<file path="config.mk">
export PLATFORM = sky130hd
export DESIGN_NAME = debounce_trig
export DESIGN_NICKNAME = d
export VERILOG_FILES = /design/src/rtl/debounce_trig.sv
export SDC_FILE = /design/constraint.sdc
export NUM_CORES = 1
export LEC_CHECK = 0
export BUFFER_PORTS_ARGS = -buffer_cell sky130_fd_sc_hd__buf_4
export CORE_UTILIZATION = 55
export CTS_CLUSTER_SIZE = 8
export DETAILED_ROUTE_END_ITERATION = 10
export GPL_ROUTABILITY_DRIVEN = 0
export MAX_ROUTING_LAYER = met4
export PLACE_DENSITY = 0.74
export SKIP_LAST_GASP = 1
export SLEW_MARGIN = 20
export SYNTH_ARGS = -nofsm -noshare
export SYNTH_HDL_FRONTEND = slang
export SYNTH_SLANG_ARGS = --single-unit
</file>
<file path="constraint.sdc">
create_clock -name clk -period 4.85 [get_ports clk]
set_clock_uncertainty 0.05 [all_clocks]
set_input_delay 0.485 -clock clk [delete_from_list [all_inputs] [get_ports clk]]
set_output_delay 0.485 -clock clk [all_outputs]
set_load 0.05 [all_outputs]
</file>
<file path="src/rtl/debounce_trig.sv">
// -----------------------------------------------------------------------------
// debounce_trig
// Turns a raw, bouncy, asynchronous push-button into a clean synchronous
// trigger level plus one-cycle rise/fall strobes for the press detectors.
//
// The button is first brought into the clock domain by a two-flop
// synchronizer. It is then sampled once per prescaled tick. The level changes
// only after STABLE_CNT consecutive samples disagree with the current level.
//
// Parameters
//   SAMPLE_DIV  clk cycles per sample tick (>= 2)
//   STABLE_CNT  consecutive agreeing samples needed to change level (>= 2)
//
// Ports
//   clk          in   system clock, all logic on posedge
//   rst          in   synchronous active-high reset
//   btn_raw      in   asynchronous raw button, active-high, may bounce
//   trig_level   out  debounced level, 1 = pressed (registered)
//   trig_rise    out  one-cycle strobe on the 0->1 change of trig_level
//   trig_fall    out  one-cycle strobe on the 1->0 change of trig_level
//   sample_tick  out  one-cycle strobe marking each sample instant
// -----------------------------------------------------------------------------
module debounce_trig #(
    parameter int SAMPLE_DIV = 1000,
    parameter int STABLE_CNT = 4
) (
    input  logic clk,
    input  logic rst,
    input  logic btn_raw,
    output logic trig_level,
    output logic trig_rise,
    output logic trig_fall,
    output logic sample_tick
);

    localparam int PW = $clog2(SAMPLE_DIV);
    localparam int SW = $clog2(STABLE_CNT + 1);

    localparam logic [PW-1:0] PRE_LAST = PW'(SAMPLE_DIV - 1);
    // The tick flop is loaded one cycle early so it is high exactly while
    // the prescaler count sits at its last value.
    localparam logic [PW-1:0] PRE_ARM  = PW'(SAMPLE_DIV - 2);
    localparam logic [PW-1:0] PRE_ZERO = PW'(0);
    localparam logic [PW-1:0] PRE_ONE  = PW'(1);

    localparam logic [SW-1:0] STAB_MAX  = SW'(STABLE_CNT);
    localparam logic [SW-1:0] STAB_ZERO = SW'(0);
    localparam logic [SW-1:0] STAB_ONE  = SW'(1);

    typedef enum logic [1:0] {
        RELEASED    = 2'd0,
        ARM_PRESS   = 2'd1,
        PRESSED     = 2'd2,
        ARM_RELEASE = 2'd3
    } state_t;

    logic          btn_meta_r;
    logic          btn_sync_r;
    logic [PW-1:0] pre_cnt_r;
    logic          tick_r;
    state_t        state_r;
    state_t        state_next_s;
    logic [SW-1:0] stab_r;
    logic [SW-1:0] stab_next_s;
    logic [SW-1:0] stab_inc_s;
    logic          level_r;
    logic          rise_r;
    logic          fall_r;
    logic          level_next_s;
    logic          rise_next_s;
    logic          fall_next_s;

    // Two-flop synchronizer for the asynchronous button input
    always_ff @(posedge clk) begin
        if (rst) begin
            btn_meta_r <= 1'b0;
            btn_sync_r <= 1'b0;
        end else begin
            btn_meta_r <= btn_raw;
            btn_sync_r <= btn_meta_r;
        end
    end

    // Free-running sample prescaler and its registered tick strobe
    always_ff @(posedge clk) begin
        if (rst) begin
            pre_cnt_r <= PRE_ZERO;
            tick_r    <= 1'b0;
        end else begin
            if (pre_cnt_r == PRE_LAST) begin
                pre_cnt_r <= PRE_ZERO;
            end else begin
                pre_cnt_r <= pre_cnt_r + PRE_ONE;
            end
            tick_r <= (pre_cnt_r == PRE_ARM);
        end
    end

    // Saturating increment of the stability counter
    always_comb begin
        stab_inc_s = stab_r;
        if (stab_r == STAB_MAX) begin
            stab_inc_s = stab_r;
        end else begin
            stab_inc_s = stab_r + STAB_ONE;
        end
    end

    // Debounce FSM next-state logic, advanced only on sample ticks
    always_comb begin
        state_next_s = state_r;
        stab_next_s  = stab_r;
        if (tick_r) begin
            case (state_r)
                RELEASED: begin
                    if (btn_sync_r) begin
                        state_next_s = ARM_PRESS;
                        stab_next_s  = STAB_ONE;
                    end else begin
                        state_next_s = RELEASED;
                    end
                end
                ARM_PRESS: begin
                    if (btn_sync_r) begin
                        if (stab_inc_s == STAB_MAX) begin
                            state_next_s = PRESSED;
                            stab_next_s  = STAB_ZERO;
                        end else begin
                            stab_next_s  = stab_inc_s;
                        end
                    end else begin
                        // One disagreeing sample abandons the pending press.
                        state_next_s = RELEASED;
                        stab_next_s  = STAB_ZERO;
                    end
                end
                PRESSED: begin
                    if (!btn_sync_r) begin
                        state_next_s = ARM_RELEASE;
                        stab_next_s  = STAB_ONE;
                    end else begin
                        state_next_s = PRESSED;
                    end
                end
                ARM_RELEASE: begin
                    if (!btn_sync_r) begin
                        if (stab_inc_s == STAB_MAX) begin
                            state_next_s = RELEASED;
                            stab_next_s  = STAB_ZERO;
                        end else begin
                            stab_next_s  = stab_inc_s;
                        end
                    end else begin
                        state_next_s = PRESSED;
                        stab_next_s  = STAB_ZERO;
                    end
                end
                default: begin
                    state_next_s = RELEASED;
                    stab_next_s  = STAB_ZERO;
                end
            endcase
        end else begin
            state_next_s = state_r;
            stab_next_s  = stab_r;
        end
    end

    // Output decode from the next state so the registered outputs line up with the state
    always_comb begin
        level_next_s = (state_next_s == PRESSED) || (state_next_s == ARM_RELEASE);
        rise_next_s  = (state_r == ARM_PRESS)   && (state_next_s == PRESSED);
        fall_next_s  = (state_r == ARM_RELEASE) && (state_next_s == RELEASED);
    end

    // State, stability counter and output registers
    always_ff @(posedge clk) begin
        if (rst) begin
            // Reset drops straight to RELEASED with no fall strobe.
            state_r <= RELEASED;
            stab_r  <= STAB_ZERO;
            level_r <= 1'b0;
            rise_r  <= 1'b0;
            fall_r  <= 1'b0;
        end else begin
            state_r <= state_next_s;
            stab_r  <= stab_next_s;
            level_r <= level_next_s;
            rise_r  <= rise_next_s;
            fall_r  <= fall_next_s;
        end
    end

    assign trig_level  = level_r;
    assign trig_rise   = rise_r;
    assign trig_fall   = fall_r;
    assign sample_tick = tick_r;

endmodule

</file>
==> flow_metrics.tcl <==
set metrics [dict create \
    seqCellArea_um2 420 \
    start_kind "register" \
    htree_levels 1 \
    synth.avg_cell_area_um2 9.55 \
    ys_types 29 \
    p_switching_uw 53.9 \
    status "finished clean" \
    p_leak_uw 0.000370 \
    min_path_type "input port to register" \
    powerDensity_nw_per_um2 260 \
    fmax_ghz 0.499 \
    synthTopCellsByArea "dfxtp_1 45%, ha_1 5.3%, nor2_1 5.2%, xor2_1 4.7%, mux2i_1 4.3%" \
    clkTransAtPathRegs_ps 100 \
    core_um2 1540 \
    routed_wl_um 1350 \
    n_antenna_cell 0 \
    overflow 0 \
    post-route-drc-count 0 \
    layout.cells.non_filler 123 \
    synth_top_cell_by_area "dfxtp_1" \
    grt_first_pass_wirelength_um 2460 \
    clkLatencyLatePin_ps 290 \
    rows 14 \
    die_h_um 43.3 \
    antenna_found_initial 0 \
    p_int_uw 212 \
    syn_to_final_growth_pct 9.36 \
    synth_nets 105 \
    dp.cells 119 \
    hpwl_um 997 \
    yosys_warnings 0 \
    combPwrFrac_pct 3.8 \
    drv_slew 0 \
    p_seq_share_pct 66.8 \
    pwr-share-clk_pct 29.4 \
    layout.nets 115 \
    floorplan.die_area_um2 1870 \
    die_w_um 43.3 \
    critical-path-slowest-cell "dfxtp_1" \
    syn_inst 98 \
    rrSetupSlack_ps 2850 \
    cts-root-buf "clkbuf_4" \
    via_per_inst 5.62 \
    cts_resized 0 \
    arrival_ps 2180 \
    portBuffers 6 \
    synth_async_sr_flop_share_pct 0 \
    grt_pass1_vias 583 \
    p_sw_share_pct 20.3 \
    min_period_over_period_pct 41.3 \
    hold_viol_final 0 \
    cts_sinks 21 \
    cts_tree "done" \
    drv_cap 0 \
    fillers 129 \
    setup_viol_count_final 0 \
    pin_count 7 \
    grt_usage_pct 17.9 \
    max_slew_margin_pct 69.6 \
    cp.required_ps 5030 \
    worstSetupPathType "register to register" \
    period_minus_slack_ps 2000 \
    critPathMaxStageDelay_ps 450 \
    drtPass1Iterations 4 \
    yosysMostFrequentCell "dfxtp_1" \
    crit_chain "inv_1 -> ha_1 -> or3b_1 -> a311oi_2 -> and3_4 -> mux2i_1" \
    cts_hold_buf 0 \
    multi_input_area_um2 500 \
    synth.ff_latch_count 21 \
    rsz0062_at_grt "no" \
    yosysSeqAreaShare_pct 44.9 \
    synth_area_um2 936 \
    synth_edf_count 0 \
    grt_max_degree 14 \
    synth_top_cell_area_share_pct 44.9 \
    drive_above_1_share_pct 12.1 \
    worstSetupEndpointType "register" \
    synth_flop_cell "dfxtp_1" \
    start_util_pct 60.7 \
    clockBufferDepth 2 \
    ir_drop_uv 246 \
    worstMarginPinSlew_ps 455 \
    cts-buffers-inserted 3 \
    ant_nets 0 \
    vias 691 \
    post_cts_buffers 0 \
    finalSetupTns_ps 0 \
    wl_per_cell_um 11.0 \
    path_max_fanout 8 \
    synthTopCellsByCount "21 x dfxtp_1, 13 x nor2_1, 8 x nand2_1, 5 x nor3_1, 5 x xor2_1" \
    drt-initial-drc-count 19 \
]
[cell usage in the layout, fill, tap and decap left out]
cell type	netlist	layout
mux2i_1	4	4
and4_1	1	1
nand4_1	3	3
or4b_4	1	1
nand2b_1	3	3
nand3_1	3	3
inv_1	3	3
and3b_1	1	1
dfxtp_1	21	21
a31oi_1	1	1
o21ai_0	2	2
nor3_1	5	5
a311oi_2	1	1
nor3b_1	2	2
buf_4	0	6
clkbuf_1	1	1
o211ai_1	1	1
and3_4	1	1
or2b_1	1	1
xor2_1	5	5
xnor2_1	4	4
ha_1	4	4
nand3b_1	1	1
a21oi_1	3	3
nor2b_1	2	2
a311oi_1	1	1
nor2_1	13	13
nand2_1	8	8
o21bai_4	1	1
or3b_1	1	1
clkbuf_4	0	3
[power by group through the flow]
stage	registers (uW)	clock network (uW)	logic [uW]
2_1_floorplan	181	0	7.41
3_3_place_gp	182	0	10.0
3_5_place_dp	182	0	10.1
4_1_cts	178	83.0	10.2
5_1_grt	178	91.2	12.0
6_report	178	78.2	10.0
[critical path: cells and delay by family (launching register included)]
kind                       cells  cell delay (ps)
AOI/OAI and AO/OA              1              270
and+or+nand+nor                2              620
muxes                          1              170
adders and majority gates      1              280
DFF                            1              450
buffers and inverters          1               90
[cell type report]
type,count,share of cell area (%)
well taps,16,1.96
clock buffers,4,2.57
flip-flops and latches,21,41.1
multi-input cells,73,48.9
inverters,3,1.10
repair buffers,6,4.40
[logic make-up (layout without fill, tap and decap cells)]
logic type,Yosys count,after routing,synth area share (%)
adders and majority gates,4,4,5.35
buffers and inverters,4,13,1.60
AOI/OAI and AO/OA,10,10,8.69
and+or+nand+nor,46,46,26.7
xor gates and xnor gates,9,9,8.42
DFF,21,21,44.9
muxes,4,4,4.28
[per-stage QoR]
| step | instance area (um2) | utilization (%) | setup slack, ps | power (uW) | hold slack, ps |
|---|---|---|---|---|---|
| floorplan | 936 | - | 3000 | 189 | 364 |
| global placement | 997 | 64.7 | 2940 | 192 | 378 |
| detailed placement | 997 | 64.7 | 2870 | 192 | 379 |
| CTS | 1020 | 66.4 | 2850 | 271 | 338 |
| global route | 1020 | 66.4 | 2690 | 282 | 360 |
| finish | 1020 | 66.4 | 2850 | 266 | 346 |
[layer usage]
metal	track usage [%]	up-vias	share of wire [%]
met4	3.64	0	0.45
met1	24.8	313	53
met3	6.38	3	5.6
li1	-	357	-
met2	25.1	18	41
met5	-	-	0
[final timing paths]
kind,startpoint,endpoint,cells after the start
min reg2reg,btn_meta_r$_SDFF_PP0_,btn_sync_r$_SDFF_PP0_,1
min,btn_raw,btn_meta_r$_SDFF_PP0_,2
max,stab_r[0]$_SDFFE_PP0P_,trig_level$_SDFF_PP0_,6
max reg2reg,stab_r[0]$_SDFFE_PP0P_,trig_level$_SDFF_PP0_,6
[sequential cells by signal, indices dropped and copies added (netlist names)]
signal	count
pre_cnt_r	10
stab_r	3
state_r	2
btn_meta_r	1
btn_sync_r	1
sample_tick	1
trig_fall	1
trig_level	1
trig_rise	1
Power figures use the tool's default switching activity.
